### src/rtl/md5_gen_pkg.sv
// Shared block-layout constants, FSM encoding and sizing helper for the
// MD5 candidate generator.
package md5_gen_pkg;

  localparam int MD5_BLOCK_BYTES = 64;
  localparam int MD5_LEN_OFFSET = 56;
  localparam logic [7:0] MD5_PAD_BYTE = 8'h80;

  typedef enum logic [1:0] {
    IDLE  = 2'd0,
    ARMED = 2'd1,
    RUN   = 2'd2
  } gen_state_e;

  // A radix of 1 still needs a one-bit digit so the vectors stay legal.
  function automatic int digit_width(input int radix);
    return (radix > 1) ? $clog2(radix) : 1;
  endfunction

endpackage

### src/rtl/md5_candidate_gen_if.sv
// Control and byte-stream bundle between the candidate generator and its
// controller (master) / the generator itself (slave).
interface md5_candidate_gen_if #(
  parameter int MAX_LEN = 8
);

  logic                   start;
  logic [3:0]             len_in;
  logic                   busy;
  logic                   done;
  logic                   err;
  logic [5:0]             offset_out;
  logic [7:0]             msbyte_out;
  logic                   valid_out;
  logic                   frame_start;
  logic [8*MAX_LEN-1:0]   cand_out;

  modport master (
    output start, len_in,
    input  busy, done, err, offset_out, msbyte_out, valid_out, frame_start, cand_out
  );

  modport slave (
    input  start, len_in,
    output busy, done, err, offset_out, msbyte_out, valid_out, frame_start, cand_out
  );

endinterface

### src/rtl/md5_odometer.sv
// Mixed-radix odometer: digit 0 increments fastest, only the first `len`
// digits take part in counting and in the all-maximum test.
module md5_odometer
  import md5_gen_pkg::*;
#(
  parameter int NUM_DIGITS = 8,
  parameter int RADIX = 26,
  parameter int DIGIT_W = digit_width(RADIX)
) (
  input  logic                          clk,
  input  logic                          rst_n,
  input  logic                          clear,
  input  logic                          inc,
  input  logic [3:0]                    len,
  output logic [NUM_DIGITS*DIGIT_W-1:0] digits_nxt,
  output logic                          all_max
);

  localparam logic [DIGIT_W-1:0] DIGIT_MAX = DIGIT_W'(RADIX - 1);

  logic [NUM_DIGITS*DIGIT_W-1:0] digits_q;
  logic [NUM_DIGITS*DIGIT_W-1:0] digits_d;
  logic                          carry;

  // Next digit values: clear wins over increment; carry ripples upward.
  always_comb begin
    digits_d = digits_q;
    carry    = 1'b1;
    all_max  = 1'b1;
    for (int i = 0; i < NUM_DIGITS; i++) begin
      if ((4'(i) < len) && (digits_q[i*DIGIT_W +: DIGIT_W] != DIGIT_MAX)) begin
        all_max = 1'b0;
      end else begin
        all_max = all_max;
      end
    end
    if (clear) begin
      digits_d = '0;
    end else if (inc) begin
      for (int i = 0; i < NUM_DIGITS; i++) begin
        if (carry && (4'(i) < len)) begin
          if (digits_q[i*DIGIT_W +: DIGIT_W] == DIGIT_MAX) begin
            digits_d[i*DIGIT_W +: DIGIT_W] = '0;
          end else begin
            digits_d[i*DIGIT_W +: DIGIT_W] = digits_q[i*DIGIT_W +: DIGIT_W] + DIGIT_W'(1);
            carry = 1'b0;
          end
        end else begin
          carry = carry;
        end
      end
    end else begin
      digits_d = digits_q;
    end
    digits_nxt = digits_d;
  end

  // Digit register with synchronous active-low reset.
  always_ff @(posedge clk) begin
    if (!rst_n) begin
      digits_q <= '0;
    end else begin
      digits_q <= digits_d;
    end
  end

endmodule

### src/rtl/md5_candidate_gen.sv
// Byte-serial generator of fully padded single-block MD5 messages that
// enumerates every string of a programmed length over a character range.
module md5_candidate_gen
  import md5_gen_pkg::*;
#(
  parameter int         MAX_LEN      = 8,
  parameter logic [7:0] CHARSET_BASE = 8'h61,
  parameter int         CHARSET_SIZE = 26
) (
  input logic                clk,
  input logic                rst_n,
  md5_candidate_gen_if.slave bus
);

  localparam int         DIGIT_W  = digit_width(CHARSET_SIZE);
  localparam int         CAND_W   = 8 * MAX_LEN;
  localparam logic [5:0] LAST_OFF = 6'(MD5_BLOCK_BYTES - 1);
  localparam logic [5:0] LEN_OFF  = 6'(MD5_LEN_OFFSET);

  gen_state_e          state_q, state_d;
  logic [5:0]          offset_q, offset_d;
  logic [3:0]          len_q, len_d;
  logic                busy_q, busy_d;
  logic                done_q, done_d;
  logic                err_q, err_d;
  logic                valid_q, valid_d;
  logic                frame_start_q, frame_start_d;
  logic [7:0]          msbyte_q, msbyte_d;
  logic [CAND_W-1:0]   cand_q, cand_d;

  logic                       len_ok;
  logic                       odo_clear;
  logic                       odo_inc;
  logic                       odo_all_max;
  logic [MAX_LEN*DIGIT_W-1:0] odo_digits_nxt;

  md5_odometer #(
    .NUM_DIGITS (MAX_LEN),
    .RADIX      (CHARSET_SIZE),
    .DIGIT_W    (DIGIT_W)
  ) u_odometer (
    .clk        (clk),
    .rst_n      (rst_n),
    .clear      (odo_clear),
    .inc        (odo_inc),
    .len        (len_q),
    .digits_nxt (odo_digits_nxt),
    .all_max    (odo_all_max)
  );

  // Next state; accepting a start at offset 63 skips ARMED so no frame is lost.
  always_comb begin
    len_ok    = (bus.len_in != 4'd0) && (bus.len_in <= 4'(MAX_LEN));
    offset_d  = offset_q + 6'd1;
    state_d   = state_q;
    len_d     = len_q;
    done_d    = 1'b0;
    err_d     = 1'b0;
    odo_clear = 1'b0;
    odo_inc   = 1'b0;
    case (state_q)
      IDLE: begin
        if (bus.start && len_ok) begin
          len_d     = bus.len_in;
          odo_clear = 1'b1;
          state_d   = (offset_q == LAST_OFF) ? RUN : ARMED;
        end else if (bus.start) begin
          err_d = 1'b1;
        end else begin
          state_d = IDLE;
        end
      end
      ARMED: begin
        if (offset_q == LAST_OFF) begin
          state_d = RUN;
        end else begin
          state_d = ARMED;
        end
      end
      RUN: begin
        if ((offset_q == LAST_OFF) && odo_all_max) begin
          state_d = IDLE;
          done_d  = 1'b1;
        end else if (offset_q == LAST_OFF) begin
          odo_inc = 1'b1;
        end else begin
          state_d = RUN;
        end
      end
      default: state_d = IDLE;
    endcase
  end

  // Outputs for the next cycle, computed against the next offset and digits.
  always_comb begin
    valid_d       = (state_d == RUN);
    busy_d        = (state_d != IDLE);
    frame_start_d = valid_d && (offset_d == 6'd0);
    cand_d        = '0;
    msbyte_d      = 8'h00;
    for (int i = 0; i < MAX_LEN; i++) begin
      if (valid_d && (4'(i) < len_d)) begin
        cand_d[8*i +: 8] = CHARSET_BASE + 8'(odo_digits_nxt[DIGIT_W*i +: DIGIT_W]);
      end else begin
        cand_d[8*i +: 8] = 8'h00;
      end
    end
    if (!valid_d) begin
      msbyte_d = 8'h00;
    end else if (offset_d < 6'(len_d)) begin
      for (int i = 0; i < MAX_LEN; i++) begin
        msbyte_d = (offset_d == 6'(i)) ? cand_d[8*i +: 8] : msbyte_d;
      end
    end else if (offset_d == 6'(len_d)) begin
      msbyte_d = MD5_PAD_BYTE;
    end else if (offset_d == LEN_OFF) begin
      msbyte_d = {1'b0, len_d, 3'b000};
    end else begin
      msbyte_d = 8'h00;
    end
  end

  // All state and outputs are registered; reset is synchronous.
  always_ff @(posedge clk) begin
    if (!rst_n) begin
      state_q       <= IDLE;
      offset_q      <= 6'd0;
      len_q         <= 4'd0;
      busy_q        <= 1'b0;
      done_q        <= 1'b0;
      err_q         <= 1'b0;
      valid_q       <= 1'b0;
      frame_start_q <= 1'b0;
      msbyte_q      <= 8'h00;
      cand_q        <= '0;
    end else begin
      state_q       <= state_d;
      offset_q      <= offset_d;
      len_q         <= len_d;
      busy_q        <= busy_d;
      done_q        <= done_d;
      err_q         <= err_d;
      valid_q       <= valid_d;
      frame_start_q <= frame_start_d;
      msbyte_q      <= msbyte_d;
      cand_q        <= cand_d;
    end
  end

  assign bus.busy        = busy_q;
  assign bus.done        = done_q;
  assign bus.err         = err_q;
  assign bus.offset_out  = offset_q;
  assign bus.msbyte_out  = msbyte_q;
  assign bus.valid_out   = valid_q;
  assign bus.frame_start = frame_start_q;
  assign bus.cand_out    = cand_q;

endmodule

### src/flat_wrapper.sv
// flat-port wrapper written by rule: the top's interface ports become plain ports
module md5_candidate_gen_flat import md5_gen_pkg::*;
#(
  parameter int         MAX_LEN      = 8,
  parameter logic [7:0] CHARSET_BASE = 8'h61,
  parameter int         CHARSET_SIZE = 26
)
  (clk, rst_n, bus_start, bus_len_in, bus_busy, bus_done, bus_err, bus_offset_out, bus_msbyte_out, bus_valid_out, bus_frame_start, bus_cand_out);
  md5_candidate_gen_if #(.MAX_LEN(MAX_LEN)) bus_i ();
  input logic clk;
  input logic rst_n;
  input wire logic [$bits(bus_i.start)-1:0] bus_start;
  input wire logic [$bits(bus_i.len_in)-1:0] bus_len_in;
  output wire logic [$bits(bus_i.busy)-1:0] bus_busy;
  output wire logic [$bits(bus_i.done)-1:0] bus_done;
  output wire logic [$bits(bus_i.err)-1:0] bus_err;
  output wire logic [$bits(bus_i.offset_out)-1:0] bus_offset_out;
  output wire logic [$bits(bus_i.msbyte_out)-1:0] bus_msbyte_out;
  output wire logic [$bits(bus_i.valid_out)-1:0] bus_valid_out;
  output wire logic [$bits(bus_i.frame_start)-1:0] bus_frame_start;
  output wire logic [$bits(bus_i.cand_out)-1:0] bus_cand_out;
  assign bus_i.start = bus_start;
  assign bus_i.len_in = bus_len_in;
  assign bus_busy = bus_i.busy;
  assign bus_done = bus_i.done;
  assign bus_err = bus_i.err;
  assign bus_offset_out = bus_i.offset_out;
  assign bus_msbyte_out = bus_i.msbyte_out;
  assign bus_valid_out = bus_i.valid_out;
  assign bus_frame_start = bus_i.frame_start;
  assign bus_cand_out = bus_i.cand_out;
  md5_candidate_gen #(.MAX_LEN(MAX_LEN), .CHARSET_BASE(CHARSET_BASE), .CHARSET_SIZE(CHARSET_SIZE)) u_core (.clk(clk), .rst_n(rst_n), .bus(bus_i));
endmodule
### config.mk
export PLATFORM = sky130hd
export DESIGN_NAME = md5_candidate_gen_flat
export DESIGN_NICKNAME = d
export VERILOG_FILES = /design/src/rtl/md5_gen_pkg.sv /design/src/rtl/md5_candidate_gen_if.sv /design/src/rtl/md5_odometer.sv /design/src/rtl/md5_candidate_gen.sv /design/src/flat_wrapper.sv
export SDC_FILE = /design/constraint.sdc
export NUM_CORES = 1
export LEC_CHECK = 0
export CAP_MARGIN = 20
export CORE_MARGIN = 2
export CORE_UTILIZATION = 40
export CTS_CLUSTER_DIAMETER = 50
export DETAILED_ROUTE_END_ITERATION = 12
export PLACE_DENSITY_LB_ADDON = 0.12
export RECOVER_POWER = 50
export SYNTH_ARGS = -nofsm -noshare
export SYNTH_HDL_FRONTEND = slang
export SYNTH_SLANG_ARGS = --single-unit
export TNS_END_PERCENT = 50
### constraint.sdc
create_clock -name clk -period 4.2 [get_ports clk]
set_input_delay 1.26 -clock clk [delete_from_list [all_inputs] [get_ports clk]]
set_output_delay 1.26 -clock clk [all_outputs]
set_load 0.005 [all_outputs]
==> results of run 1 <==
[registers in the layout (all words and copies together) (netlist names)]
name / cells
u_core.bus.busy: 1
u_core.len_q: 4
u_core.bus.valid_out: 1
u_core.bus.msbyte_out: 8
u_core.u_odometer.digits_q: 40
u_core.state_q: 2
u_core.bus.cand_out: 64
u_core.bus.err: 1
u_core.bus.offset_out: 6
u_core.bus.done: 1
u_core.bus.frame_start: 1
[kinds of logic (layout without fill, tap and decap cells)]
| group | after synthesis | in the layout | share of synthesized area [%] |
|---|---|---|---|
| flops | 129 | 129 | 35.3 |
| buf+inv | 64 | 312 | 3.68 |
| xor+xnor | 28 | 28 | 3.35 |
| mux | 17 | 17 | 2.43 |
| compound gates | 202 | 202 | 19.4 |
| simple gates | 421 | 421 | 30.2 |
| fa+ha+maj | 33 | 33 | 5.64 |
[worst max path at each step]
stage | to | slack, ns | cells after the start | startpoint
final | u_core.bus.msbyte_out[6]$_SDFF_PN0_ | 0.11 | 14 | bus_len_in[2]
after global placement | u_core.bus.msbyte_out[5]$_SDFF_PN0_ | -0.41 | 11 | bus_len_in[0]
after detailed placement | u_core.bus.msbyte_out[5]$_SDFF_PN0_ | -0.43 | 11 | bus_len_in[0]
after floorplan | u_core.bus.msbyte_out[1]$_SDFF_PP0_ | 0.09 | 14 | bus_len_in[0]
after CTS | u_core.bus.msbyte_out[5]$_SDFF_PN0_ | 0.008 | 13 | bus_len_in[0]
after global routing | u_core.bus.msbyte_out[1]$_SDFF_PP0_ | 0.01 | 14 | bus_len_in[2]
[power by group]
part	switching, mW	leakage, nW	internal (mW)
Clock	0.643	0.270	0.831
Sequential	0.00768	1.04	1.23
Combinational	0.180	3.05	0.112
[routing by layer]
layer	GRT usage [%]	part of all wire (%)	up-vias	wire, µm
li1	-	-	3739	-
met1	38.4	49	3604	12500
met2	38.1	42	309	10800
met3	5.37	6.5	49	1660
met4	10.3	2.8	0	718
met5	0	0	-	0
[critical path, stage by stage]
cell             delay [ns]
clkdlybuf4s50_1        0.51
buf_4                  0.20
o31ai_2                0.20
buf_4                  0.19
a31oi_1                0.15
or3_1                  0.36
nand3_1                0.12
buf_4                  0.19
o21a_1                 0.20
and2_1                 0.32
o31ai_2                0.14
o211ai_1               0.19
nor4b_1                0.11
o32ai_1                0.27
[area by class of cell]
cell class | count | area, µm² | share of cell area [%]
multi-input combinational | 701 | 4530 | 44.5
sequential | 129 | 2580 | 25.4
timing repair buffer | 253 | 2110 | 20.7
clock buffer | 17 | 425 | 4.18
tap | 229 | 287 | 2.81
clock inverter | 15 | 146 | 1.44
inverter | 27 | 101 | 0.995
[cell usage in the layout (no fill, tap or decap), types with 5 or more instances in the layout]
master,instances
o2111ai_1,6
a21oi_1,36
nor3_1,29
o22ai_1,7
inv_1,26
o21ai_0,29
dfxtp_1,129
ha_1,32
xor2_1,11
nor2_1,118
and2_1,40
xnor2_1,17
mux2i_1,13
o31ai_1,6
or3_1,17
a31oi_1,24
clkbuf_16,17
a21oi_2,6
nor4_1,7
clkdlybuf4s50_1,5
nor2b_1,13
and4b_1,7
buf_4,156
o21a_1,7
nand3_1,35
nand2_1,70
inv_6,8
o21ai_1,10
nor3b_1,5
a21o_1,6
clkbuf_1,7
dlygate4sd3_1,81
nand4b_1,8
and3_1,23
o211ai_1,6
nand4_1,16
[timing repair]
action / 4_1_cts / 5_1_grt
endpoints found under the setup margin: 0 / 5
buffers inserted: 0 / 1
resized for setup: 0 / 20
[stage by stage]
stage / total power [mW] / instance area, µm²
after floorplan: 1.42 / 7320
after global placement: 1.55 / 9550
after detailed placement: 1.55 / 9550
after CTS: 3.01 / 10100
after global routing: 3.10 / 10200
final: 3.00 / 10200
==> key figures, run 1 <==
Run status
  • Status: finished clean

Min path
  • Hold path depth: 2
  • Worst Hold Class: reg -> reg
  • Hold EP: u_core.u_odometer.digits_q[34]$_SDFF_PN0_
  • Hold_sp: u_core.u_odometer.digits_q[34]$_SDFF_PN0_

Power and ir drop
  • Pwr dens: 295 nW/µm²
  • VDD IR max: 0.000284 V
  • Leak: 4.36 nW

Synth
  • Flop and latch count out of synthesis: between 100 and 150
  • Cell Area, Synth: 7310 µm²
  • Area share of the largest cell type after synthesis: between 30% and 40%
  • Mapped Cells: 894
  • Mapped Nets: 934
  • Number of flops mapped to enable cells by yosys: 0
  • Post-synthesis sequential area ratio: between 30% and 40%
  • Synth warn: 0
  • Post-synth top cells: 129 x dfxtp_1, 118 x nor2_1, 70 x nand2_1, 40 x a21oi_1, 40 x and2_1
  • Area leader, netlist: dfxtp_1
  • Ys flop type: dfxtp_1
  • Async S/R FF share, synth: 0%
  • Synth Area per Inst: 8.18 µm²
  • Most instantiated library cell after synthesis: dfxtp_1
  • Unique masters post-synth: 86
  • Top post-synthesis cells by area: dfxtp_1 35%, nor2_1 6.1%, ha_1 5.6%, nand2_1 3.6%, and2_1 3.4%

Final layout
  • Ant diodes: 0
  • Final #Nets: about 1200
  • Layout Utilization: 56.7%
  • Final Non-Filler Cells: 1371
  • Share of cells above drive strength 1: 20.7%
  • Area Growth Syn to Fin: 39.2%
  • Filler instances: 1705

Floorplan
  • Die area: 19400 µm²
  • Initial Util: 40.7%
  • Die Width: 139 µm
  • Core area: 18000 µm²
  • # rows: 49
  • Die Y: 139 µm
  • # IOs: 90

Place
  • Placer Congestion: 0.948
  • Detailed Place HPWL: 19500 µm
  • Worst slack, placed: -0.430 ns
  • # placed instances: 1338
  • Buffers on Ports: between 80 and 90

Timing
  • Max Freq: 0.245 GHz
  • Min Tclk post-route: 4.09 ns
  • Final-report hold violation count: 0
  • Hold Slack: 0.529 ns
  • Max-slew violation count: 0
  • Setup ws final: between 0.1 and 0.15 ns
  • Endpoints failing setup: 0
  • Tcrit/Tclk final: 97.3%
  • Worst Tran Pin Value: a little over 1 ns
  • Clock Skew: 0.0104 ns
  • RSZ-0062 raised after global routing: false
  • Setup TNS: 0 ns
  • Rel. slew slack: between 30% and 40%

Global route
  • Initial antenna violation count: 0
  • Global-route wire length before repair: between 40000 and 50000 µm
  • Global route overflow: 0
  • Vias in the first global route: 7301
  • GR Util All Layers: 26.4%
  • Largest net degree at the start of global routing: 43

Route
  • Routed WL: 25600 µm
  • Post-DR wirelength/cell: around 19 µm
  • Vias per Instance: 5.62
  • Residual DRC: 0
  • Routed vias: 7701
  • Pre-antenna DRT Iters: 5
  • Starting DRT DRC Count: 684
  • DRT antenna net count: 0

Clock tree
  • CTS sink cnt: 129
  • CTS tree: yes
  • Hold buffer count at cts: 0
  • Clock slew at reported path FFs: approximately 0.060 ns
  • Worst skew pair latency: 0.44 ns
  • CTS buffer count: 17
  • H-tree levels: 4
  • Max Root-Sink Buffers: 2
  • Clock Tree Root: clkbuf_16

Critical path
  • Reg2Reg Depth: 15
  • Flop2flop setup slack: between 0.2 and 0.3 ns
  • Required time worst endpoint: 4.54 ns
  • Kind of critical path: in -> reg
  • Critical path capture point type: flip-flop
  • Worst path arrival time: between 4 and 5 ns
  • Critical Path Start Type: input port
  • Worst r2r src: u_core.u_odometer.digits_q[20]$_SDFF_PN0_
  • Reg-to-Reg End: u_core.bus.msbyte_out[6]$_SDFF_PN0_
  • CP Max Fanout: 8

Flow run
  • Max Cap Viol: 0
Note: power is estimated with default switching activity, not from simulation.
==> run 2, diff against run 1 <==
--- a/config.mk
+++ b/config.mk
@@ -8,6 +8,7 @@
 export CAP_MARGIN = 20
 export CORE_MARGIN = 2
 export CORE_UTILIZATION = 40
+export CTS_BUF_LIST = sky130_fd_sc_hd__clkbuf_16
 export CTS_CLUSTER_DIAMETER = 50
 export DETAILED_ROUTE_END_ITERATION = 12
 export PLACE_DENSITY_LB_ADDON = 0.12
==> results of run 2 <==
The final DEF is identical to that of run 1; final timing and power are the same.
==> run 3, diff against run 2 <==
--- a/config.mk
+++ b/config.mk
@@ -11,6 +11,7 @@
 export CTS_BUF_LIST = sky130_fd_sc_hd__clkbuf_16
 export CTS_CLUSTER_DIAMETER = 50
 export DETAILED_ROUTE_END_ITERATION = 12
+export GPL_TIMING_DRIVEN = 0
 export PLACE_DENSITY_LB_ADDON = 0.12
 export RECOVER_POWER = 50
 export SYNTH_ARGS = -nofsm -noshare
==> constraint.sdc (replaced) <==
create_clock -name clk -period 4.4 [get_ports clk]
set_input_delay 1.32 -clock clk [delete_from_list [all_inputs] [get_ports clk]]
set_output_delay 1.32 -clock clk [all_outputs]
set_load 0.005 [all_outputs]
==> run 3 against run 2 <==
Count of clock-buffer cells in the layout did not move. Register-to-register slack worse by 0.15 ns. Global-route usage fell by 0.34 points. Final cell count down 8.8%. Combinational power shrank 5%. Cell area decreased by 9.0%. Critical path type unchanged. Power shrank 8.6%. First-iteration DRC count fell by 2.8%. Die area did not move. Hold slack got worse by 0.014 ns. Sequential power down 5%. Wire length increased by 0.52%.
==> key figures, run 3 (synthesized netlist as in run 1, its figures left out) <==
Run status
  • Status: finished clean

Timing
  • Final-report hold violation count: 0
  • Clock Skew: 0.0130 ns
  • Setup TNS: 0 ns
  • Tcrit/Tclk final: 98.5%
  • Setup ws final: 0.0679 ns
  • Max Freq: 0.231 GHz
  • Worst Tran Pin Value: 0.908 ns
  • Rel. slew slack: 39.2%
  • Endpoints failing setup: 0
  • Min Tclk post-route: 4.33 ns
  • Max-slew violation count: 0

Place
  • Worst slack, placed: -2.32 ns
  • Placer Congestion: 1.03
  • Buffers on Ports: 88
  • Detailed Place HPWL: 18900 µm

Global route
  • Global-route wire length before repair: 39200 µm
  • GR Util All Layers: a little over a quarter
  • Global route overflow: 0
  • Largest net degree at the start of global routing: 17
  • Initial antenna violation count: 0
  • Vias in the first global route: 6964

Route
  • Routed WL: 25700 µm
  • Routed vias: 7358
  • Post-DR wirelength/cell: just over 20 µm
  • Starting DRT DRC Count: 665
  • Pre-antenna DRT Iters: 7
  • Residual DRC: 0
  • Vias per Instance: 5.88
  • DRT antenna net count: 0

Critical path
  • Critical Path Start Type: input port
  • Worst r2r src: u_core.u_odometer.digits_q[15]$_SDFF_PN0_
  • Reg-to-Reg End: u_core.bus.msbyte_out[4]$_SDFF_PN0_
  • Critical path capture point type: flip-flop
  • Crit path to: u_core.bus.msbyte_out[4]$_SDFF_PN0_
  • Critical Path Source: bus_start
  • CP Max Fanout: 10
  • Flop2flop setup slack: between 0.1 and 0.15 ns
  • Kind of critical path: in -> reg
  • Required time worst endpoint: 4.72 ns
  • Worst path arrival time: 4.65 ns
  • Reg2Reg Depth: 15

Final layout
  • Area Growth Syn to Fin: 26.7%
  • Final #Nets: 1049
  • Filler instances: 1747
  • Commonest non-fill, non-tap cells in the layout: 126 x dfxtp_1, 116 x nor2_1, 76 x dlygate4sd3_1, 69 x nand2_1, 39 x and2_1
  • Max reg flops: 64
  • Layout Utilization: 51.6%
  • Share of cells above drive strength 1: 11.8%
  • Ant diodes: 0
  • Commonest non-fill, non-tap cell in the layout: dfxtp_1

Floorplan
  • Initial Util: 40.7%
  • Core area: around 18000 µm²
  • # IOs: 90
  • Die Width: 139 µm
  • Die area: 19400 µm²
  • Die Y: 139 µm
  • # rows: 49

Power and ir drop
  • Pwr dens: 296 nW/µm²
  • VDD IR max: ~0.00027 V
  • Net Sw Frac: between 20% and 30%
  • Combinational Power Share: 10.1%
  • Switching power: 768 µW
  • Flop pwr share: 43.1%
  • Internal: 1.98 mW
  • Leak: 3.73 nW
  • Clk pwr share: 46.8%

Clock tree
  • Clock Tree Root: clkbuf_16
  • CTS tree: yes
  • CTS buffer count: 17
  • H-tree levels: 4
  • CTS sink cnt: 129
  • Worst skew pair latency: ~0.44 ns
  • Max Root-Sink Buffers: 2
  • Hold buffer count at cts: 0
  • Clock slew at reported path FFs: 0.06 ns

Flow run
  • Max Cap Viol: 0

Min path
  • Hold path depth: 2
  • Worst Hold Class: reg -> reg
[run 3: cell types whose count changed in the layout (fill, tap and decap cells not counted), moves of 5 or more]
cell	before	now
clkbuf_2	0	6
buf_4	156	10
clkbuf_1	7	15
inv_6	8	3
dlygate4sd3_1	81	76
buf_2	0	10
[run 3: per-layer routing]
| metal | wire (µm) | GRT usage [%] | part of all wire, % |
|---|---|---|---|
| met1 | 11600 | 35.9 | 45 |
| met2 | 11100 | 38.4 | 43 |
| met3 | 2060 | 7.05 | 8.0 |
| met4 | 998 | 10.7 | 3.9 |
| met5 | 0 | 0 | 0 |
[run 3: layout make-up]
class / count / area, µm² / area share [%]
Multi-Input combinational cell: 701 / 4630 / 49.9
Sequential cell: 129 / 2590 / 27.9
Timing Repair Buffer: 98 / 933 / 10.1
Clock inverter: 15 / 95.1 / 1.03
Clock buffer: 17 / 425 / 4.59
Buffer: 35 / 215 / 2.32
Inverter: 27 / 101 / 1.09
Tap cell: 229 / 287 / 3.09
[run 3: power groups by stage]
stage / clock (mW) / combinational [mW] / sequential, mW
detailed placement: 0 / 0.240 / 1.21
global route: 1.35 / 0.292 / 1.18
CTS: 1.29 / 0.257 / 1.18
global placement: 0 / 0.239 / 1.21
finish: 1.28 / 0.277 / 1.18
floorplan: 0 / 0.146 / 1.21
[run 3: how the worst min path moves through the flow]
stage / slack (ns) / startpoint / to
after floorplan: 0.47 / u_core.state_q[1]$_SDFF_PN0_ / u_core.state_q[0]$_SDFF_PN0_
after global placement: 0.51 / u_core.u_odometer.digits_q[34]$_SDFF_PN0_ / u_core.u_odometer.digits_q[34]$_SDFF_PN0_
after detailed placement: 0.51 / u_core.u_odometer.digits_q[34]$_SDFF_PN0_ / u_core.u_odometer.digits_q[34]$_SDFF_PN0_
after CTS: 0.52 / u_core.u_odometer.digits_q[34]$_SDFF_PN0_ / u_core.u_odometer.digits_q[34]$_SDFF_PN0_
after global routing: 0.56 / u_core.u_odometer.digits_q[34]$_SDFF_PN0_ / u_core.u_odometer.digits_q[34]$_SDFF_PN0_
final: 0.52 / u_core.u_odometer.digits_q[34]$_SDFF_PN0_ / u_core.u_odometer.digits_q[34]$_SDFF_PN0_
[run 3: critical path: stages]
cell             delay, ns
clkdlybuf4s50_1       0.52
nor3b_4               0.22
and3_4                0.21
buf_6                 0.15
clkbuf_8              0.20
buf_8                 0.18
buf_8                 0.18
buf_8                 0.18
nor2_1                0.07
ha_2                  0.18
nand4_1               0.15
xor2_1                0.29
nand2b_4              0.21
o2111ai_1             0.16
o31ai_1               0.32
a21oi_1               0.10
[run 3: repair_timing]
action                                  in CTS  in global routing
resized for setup                           42                 33
endpoints found under the setup margin      63                  8
pin swaps                                    6                  4
buffers inserted                             4                  5
[run 3: through the flow]
stage          power [mW]  area (µm²)  instances  hold slack [ns]
6_report             2.74        9270       1251            0.515
5_1_grt              2.82        9270       1251            0.559
4_1_cts              2.73        9150       1246            0.517
3_5_place_dp         1.45        8480       1211            0.508
3_3_place_gp         1.45        8480       1211            0.514
2_1_floorplan        1.35        7320        894            0.471
